`src/rtl/adder_pkg.sv`:
```
// Shared types and helpers for the pipelined add/subtract unit.
package adder_pkg;

  typedef enum logic {
    MODE_ADD = 1'b0,
    MODE_SUB = 1'b1
  } mode_e;

  function automatic int unsigned num_stages(input int unsigned width, input int unsigned chunk);
    return width / chunk;
  endfunction

endpackage

```
`src/rtl/adder_chunk.sv`:
```
// Combinational W-bit slice adder with carry in and carry out.
module adder_chunk #(
  parameter int unsigned W = 8
) (
  input  logic [W-1:0] a_i,
  input  logic [W-1:0] b_i,
  input  logic         c_i,
  output logic [W-1:0] s_o,
  output logic         c_o
);

  assign {c_o, s_o} = {1'b0, a_i} + {1'b0, b_i} + (W+1)'(c_i);

endmodule

```
`src/rtl/adder_pipe.sv`:
```
// Pipelined add/subtract unit: one CHUNK-bit carry slice per register stage,
// valid/ready handshake on both sides with per-stage stall propagation.
module adder_pipe
  import adder_pkg::*;
#(
  parameter int unsigned WIDTH = 32,
  parameter int unsigned CHUNK = 8
) (
  input  logic             clk,
  input  logic             rst,
  input  logic             in_valid,
  output logic             in_ready,
  input  logic [WIDTH-1:0] a,
  input  logic [WIDTH-1:0] b,
  input  logic             c_in,
  input  logic             sub,
  output logic             out_valid,
  input  logic             out_ready,
  output logic [WIDTH-1:0] sum,
  output logic             c_out,
  output logic             ovf
);

  localparam int unsigned STAGES = num_stages(WIDTH, CHUNK);

  if ((WIDTH % CHUNK) != 0 || WIDTH < CHUNK) begin : g_bad_width
    $error("adder_pipe: WIDTH (%0d) must be a non-zero multiple of CHUNK (%0d)", WIDTH, CHUNK);
  end

  logic [STAGES-1:0]            valid_q, carry_q, ld;
  logic                         rdy_q, ovf_q;
  mode_e                        mode_q [STAGES];
  logic [WIDTH-1:0]             opa_q  [STAGES];
  logic [WIDTH-1:0]             opb_q  [STAGES];
  logic [WIDTH-1:0]             res_q  [STAGES];

  logic [STAGES-1:0][WIDTH-1:0] a_in, b_in, res_in, res_d;
  logic [STAGES-1:0][CHUNK-1:0] s_w;
  logic [STAGES-1:0]            cin_w, co_w, vin_w;
  mode_e                        m_in   [STAGES];
  logic                         ovf_d;

  // Stage k may load when it is empty or its content moves on this edge;
  // the chain is resolved from the output side back to the input.
  always_comb begin
    logic go;
    go = out_ready;
    ld = '0;
    for (int unsigned i = 0; i < STAGES; i++) begin
      go = !valid_q[STAGES-1-i] || go;
      ld[STAGES-1-i] = go;
    end
  end

  assign in_ready = rdy_q && ld[0];

  always_comb begin
    a_in     = '0;
    b_in     = '0;
    res_in   = '0;
    cin_w    = '0;
    vin_w    = '0;
    a_in[0]  = a;
    b_in[0]  = sub ? ~b : b;
    cin_w[0] = sub ? ~c_in : c_in;
    vin_w[0] = in_valid && in_ready;
    m_in[0]  = sub ? MODE_SUB : MODE_ADD;
    for (int unsigned k = 1; k < STAGES; k++) begin
      a_in[k]   = opa_q[k-1];
      b_in[k]   = opb_q[k-1];
      res_in[k] = res_q[k-1];
      cin_w[k]  = carry_q[k-1];
      vin_w[k]  = valid_q[k-1];
      m_in[k]   = mode_q[k-1];
    end
  end

  for (genvar k = 0; k < STAGES; k++) begin : g_stage
    adder_chunk #(.W(CHUNK)) u_chunk (
      .a_i (a_in[k][k*CHUNK +: CHUNK]),
      .b_i (b_in[k][k*CHUNK +: CHUNK]),
      .c_i (cin_w[k]),
      .s_o (s_w[k]),
      .c_o (co_w[k])
    );
  end

  always_comb begin
    res_d = res_in;
    for (int unsigned k = 0; k < STAGES; k++) begin
      res_d[k][k*CHUNK +: CHUNK] = s_w[k];
    end
    ovf_d = (a_in[STAGES-1][WIDTH-1] == b_in[STAGES-1][WIDTH-1]) &&
            (res_d[STAGES-1][WIDTH-1] != a_in[STAGES-1][WIDTH-1]);
  end

  always_ff @(posedge clk or posedge rst) begin
    if (rst) begin
      rdy_q   <= 1'b0;
      valid_q <= '0;
      carry_q <= '0;
      ovf_q   <= 1'b0;
      for (int unsigned k = 0; k < STAGES; k++) begin
        opa_q[k]  <= '0;
        opb_q[k]  <= '0;
        res_q[k]  <= '0;
        mode_q[k] <= MODE_ADD;
      end
    end else begin
      rdy_q <= 1'b1;
      for (int unsigned k = 0; k < STAGES; k++) begin
        if (ld[k]) begin
          valid_q[k] <= vin_w[k];
          if (vin_w[k]) begin
            opa_q[k]   <= a_in[k];
            opb_q[k]   <= b_in[k];
            res_q[k]   <= res_d[k];
            carry_q[k] <= co_w[k];
            mode_q[k]  <= m_in[k];
          end
        end
      end
      if (ld[STAGES-1] && vin_w[STAGES-1]) begin
        ovf_q <= ovf_d;
      end
    end
  end

  // The raw carry of the last slice is inverted into a borrow for subtract.
  assign out_valid = valid_q[STAGES-1];
  assign sum       = res_q[STAGES-1];
  assign c_out     = (mode_q[STAGES-1] == MODE_SUB) ? ~carry_q[STAGES-1] : carry_q[STAGES-1];
  assign ovf       = ovf_q;

endmodule
```
`config.mk`:
```
export PLATFORM = sky130hd
export DESIGN_NAME = adder_pipe
export DESIGN_NICKNAME = d
export VERILOG_FILES = /design/src/rtl/adder_pkg.sv /design/src/rtl/adder_chunk.sv /design/src/rtl/adder_pipe.sv
export SDC_FILE = /design/constraint.sdc
export NUM_CORES = 1
export LEC_CHECK = 0
export BUFFER_PORTS_ARGS = -buffer_cell sky130_fd_sc_hd__buf_2
export CORE_UTILIZATION = 40
export DETAILED_ROUTE_END_ITERATION = 8
export SLEW_MARGIN = 40
export SYNTH_ARGS = -nofsm -noshare
export SYNTH_HDL_FRONTEND = slang
export SYNTH_SLANG_ARGS = --single-unit
export TNS_END_PERCENT = 10
```
`constraint.sdc`:
```
create_clock -name clk -period 10.7 [get_ports clk]
set_input_delay 1.605 -clock clk [delete_from_list [all_inputs] [get_ports clk]]
set_output_delay 1.605 -clock clk [all_outputs]
set_load 0.1 [all_outputs]
```
==> results.cfg <==
[outcome]
outcome = completed

[die]
dieWidth_um = 149
rows = 53
die_h_um = 149
io_pins = 106
core_um2 = 21200
initial_utilization_pct = 41.1
dieArea_um2 = 22300

[setup_path]
startpoint = out_ready
cp_max_fo = 5
cp-end-kind = output pin
reg2reg_setup_slack_ns = 8.39
critPathKind = in -> out
reg2regPathDepth = 7
reg2reg_to = carry_q[1]
crit_required_ns = 9.10
cp_data_arrival_time_ns = 2.57
r2r-start = a_in[40]
setup.worst_path.start_class = primary input

[power]
p_leak_nw = 4.57
fin_total_pwr_mw = 2.77
power-per-cell-area_nw_per_um2 = 279
peakVddDrop_uv = 169

[sta]
period_needed_ns = 4.18
tightest_slew_ns = 0.716
finalCritPeriodShare_pct = 39.0
setup_violations = 0
max_freq_ghz = 0.239
setup_ws_ns = 6.52
finalSetupTns_ns = 0
slew_headroom_pct = 52.3
hold_viol_final = 0
rsz0062_at_grt = false
drv_slew = 0
clock-skew-final_ns = 0.00656

[layout]
final_nets = 872
final_cell_mix = dfrtp_1 (190), buf_2 (105), mux2_2 (92)
final_common_cell = dfrtp_1
layout-drive-gt1-share_pct = 32.2
design_area_um2 = 9930
finalCoreUtilization_pct = 47.0
area_growth_pct = 14.4
fillers = 1954
num_antenna_cells = 0

[detailed_routing]
drc = 0
antenna_left = 0
detail_route.iter0.violations = 185
first_pass_iters = 6
vias = 5161
routed_wl_um = 15500
via_per_inst = 4.90
wire_per_inst_um = 14.7

[cts]
cts_htree_levels = 4
cts_tree = built
path_clk_slew_ns = 0.07
clockBufferDepth = 2
clk_latency_ns = 0.43
cts_hold_buf = 0
cts_root_buf = clkbuf_16
cts.sinks = 190
cts_setup_buffers = 0
postCtsResizedCells = 0
numCtsBuffers = 17

[yosys]
yosysWarnings = 0
synthMuxAreaShare_pct = 17.0
async_flop_share_pct = 100
synth_fp_nets = 772
syn_avg_cell_area_um2 = 13.0
synth_top_family_by_area = multiplexers
yosysUniqueCellTypes = 45
synthAdderAreaFrac_pct = 5.88
synth-main-ff-cell = dfrtp_1
yosysSeqAreaShare_pct = 54.7
synthCells = 666
synth_compound_area_share_pct = 7.82
syn_area_um2 = 8690
synth_seq_cells = 190
synth-xor-area-share_pct = 5.65
synth_edf_count = 0
synth-simple-area-share_pct = 5.78

[min_path]
min_from = sum[29]
hold_end = sum[29]
hold_class = reg -> reg
whs_path_depth = 2

[placement]
dp_worst_setup_slack_ns = 6.52
place.gp.congestion = 0.788
place_hpwl_um = 10800
place_area_um2 = 9390
portBuffers = 105

[global_routing]
grt_usage_pct = 15.1
grt_antenna_before_repair = 2
grt_pass1_wl_um = 26400
grt_overflow = 0
grt_start_max_net_pins = 114
first_global_vias = 5438

[job]
drv_cap = 0
==> worst max-delay path, stage by stage <==
cell	delay, ns
buf_2	0.12
nor2b_4	0.18
nand4_4	0.16
and2_1	0.21
buf_2	0.29
==> stage by stage <==
stage          hold slack, ns  instances
2_1_floorplan           0.443        666
3_3_place_gp            0.458       1022
3_5_place_dp            0.465       1022
4_1_cts                 0.480       1054
5_1_grt                 0.498       1054
6_report                0.472       1054
==> layer usage <==
layer	part of all wire (%)	track usage (%)	up-vias
met4	2.4	7.04	4
met1	45	19.3	2532
met5	0.15	0	-
met3	3.8	3.49	28
met2	48	24.2	91
li1	-	-	2506
==> final cells by class <==
class	count	area (µm²)	area share (%)
clock buffer	20	457	4.60
clock inverter	12	86.3	0.869
inverter	11	53.8	0.542
multi-input combinational	436	3670	37.0
sequential	190	4750	47.9
tap	275	344	3.46
timing repair buffer	110	567	5.71
==> logic make-up after synthesis <==
group / count (synthesis)
flops: 190
fa+ha+maj: 36
mux: 131
simple gates: 102
other cells: 1
xor+xnor: 56
buf+inv: 40
compound gates: 110
==> synthesized netlist by cell type (all sizes together) (5+ instances only) <==
cell,count,area share [%]
a211oi,5,0.49
a21oi,19,1.1
buf,27,2.5
dfrtp,190,55
fa,8,1.8
ha,28,4.0
inv,11,0.48
mux2,131,17
nand2,60,2.6
nand2b,8,0.58
nor2,13,0.56
nor2b,5,0.62
nor3,11,0.69
o21ai,59,3.4
o31ai,5,0.65
xnor2,27,2.7
xor2,29,2.9
==> where the power goes <==
group          switching [mW]  internal [mW]  leakage, nW
logic                   0.768          0.347         1.99
registers               0.126          0.946         2.31
clock network           0.274          0.311        0.263
==> sequential cells by signal, summed over array words and instances, names as in the netlist <==
signal   flops
res_d       48
m_in         3
a_in        48
carry_q      4
rdy_q        1
b_in        48
ovf          1
sum         32
valid_q      4
mode_q       1
==> how the worst max path moves through the flow <==
stage	to	slack, ns	cells after the start
2_1_floorplan	a_in[120]	3.92	1
3_5_place_dp	in_ready	6.52	5
6_report	in_ready	6.52	5
4_1_cts	in_ready	6.51	5
3_3_place_gp	in_ready	6.54	5
5_1_grt	in_ready	6.47	5
Note: power is estimated with default switching activity, not from simulation.
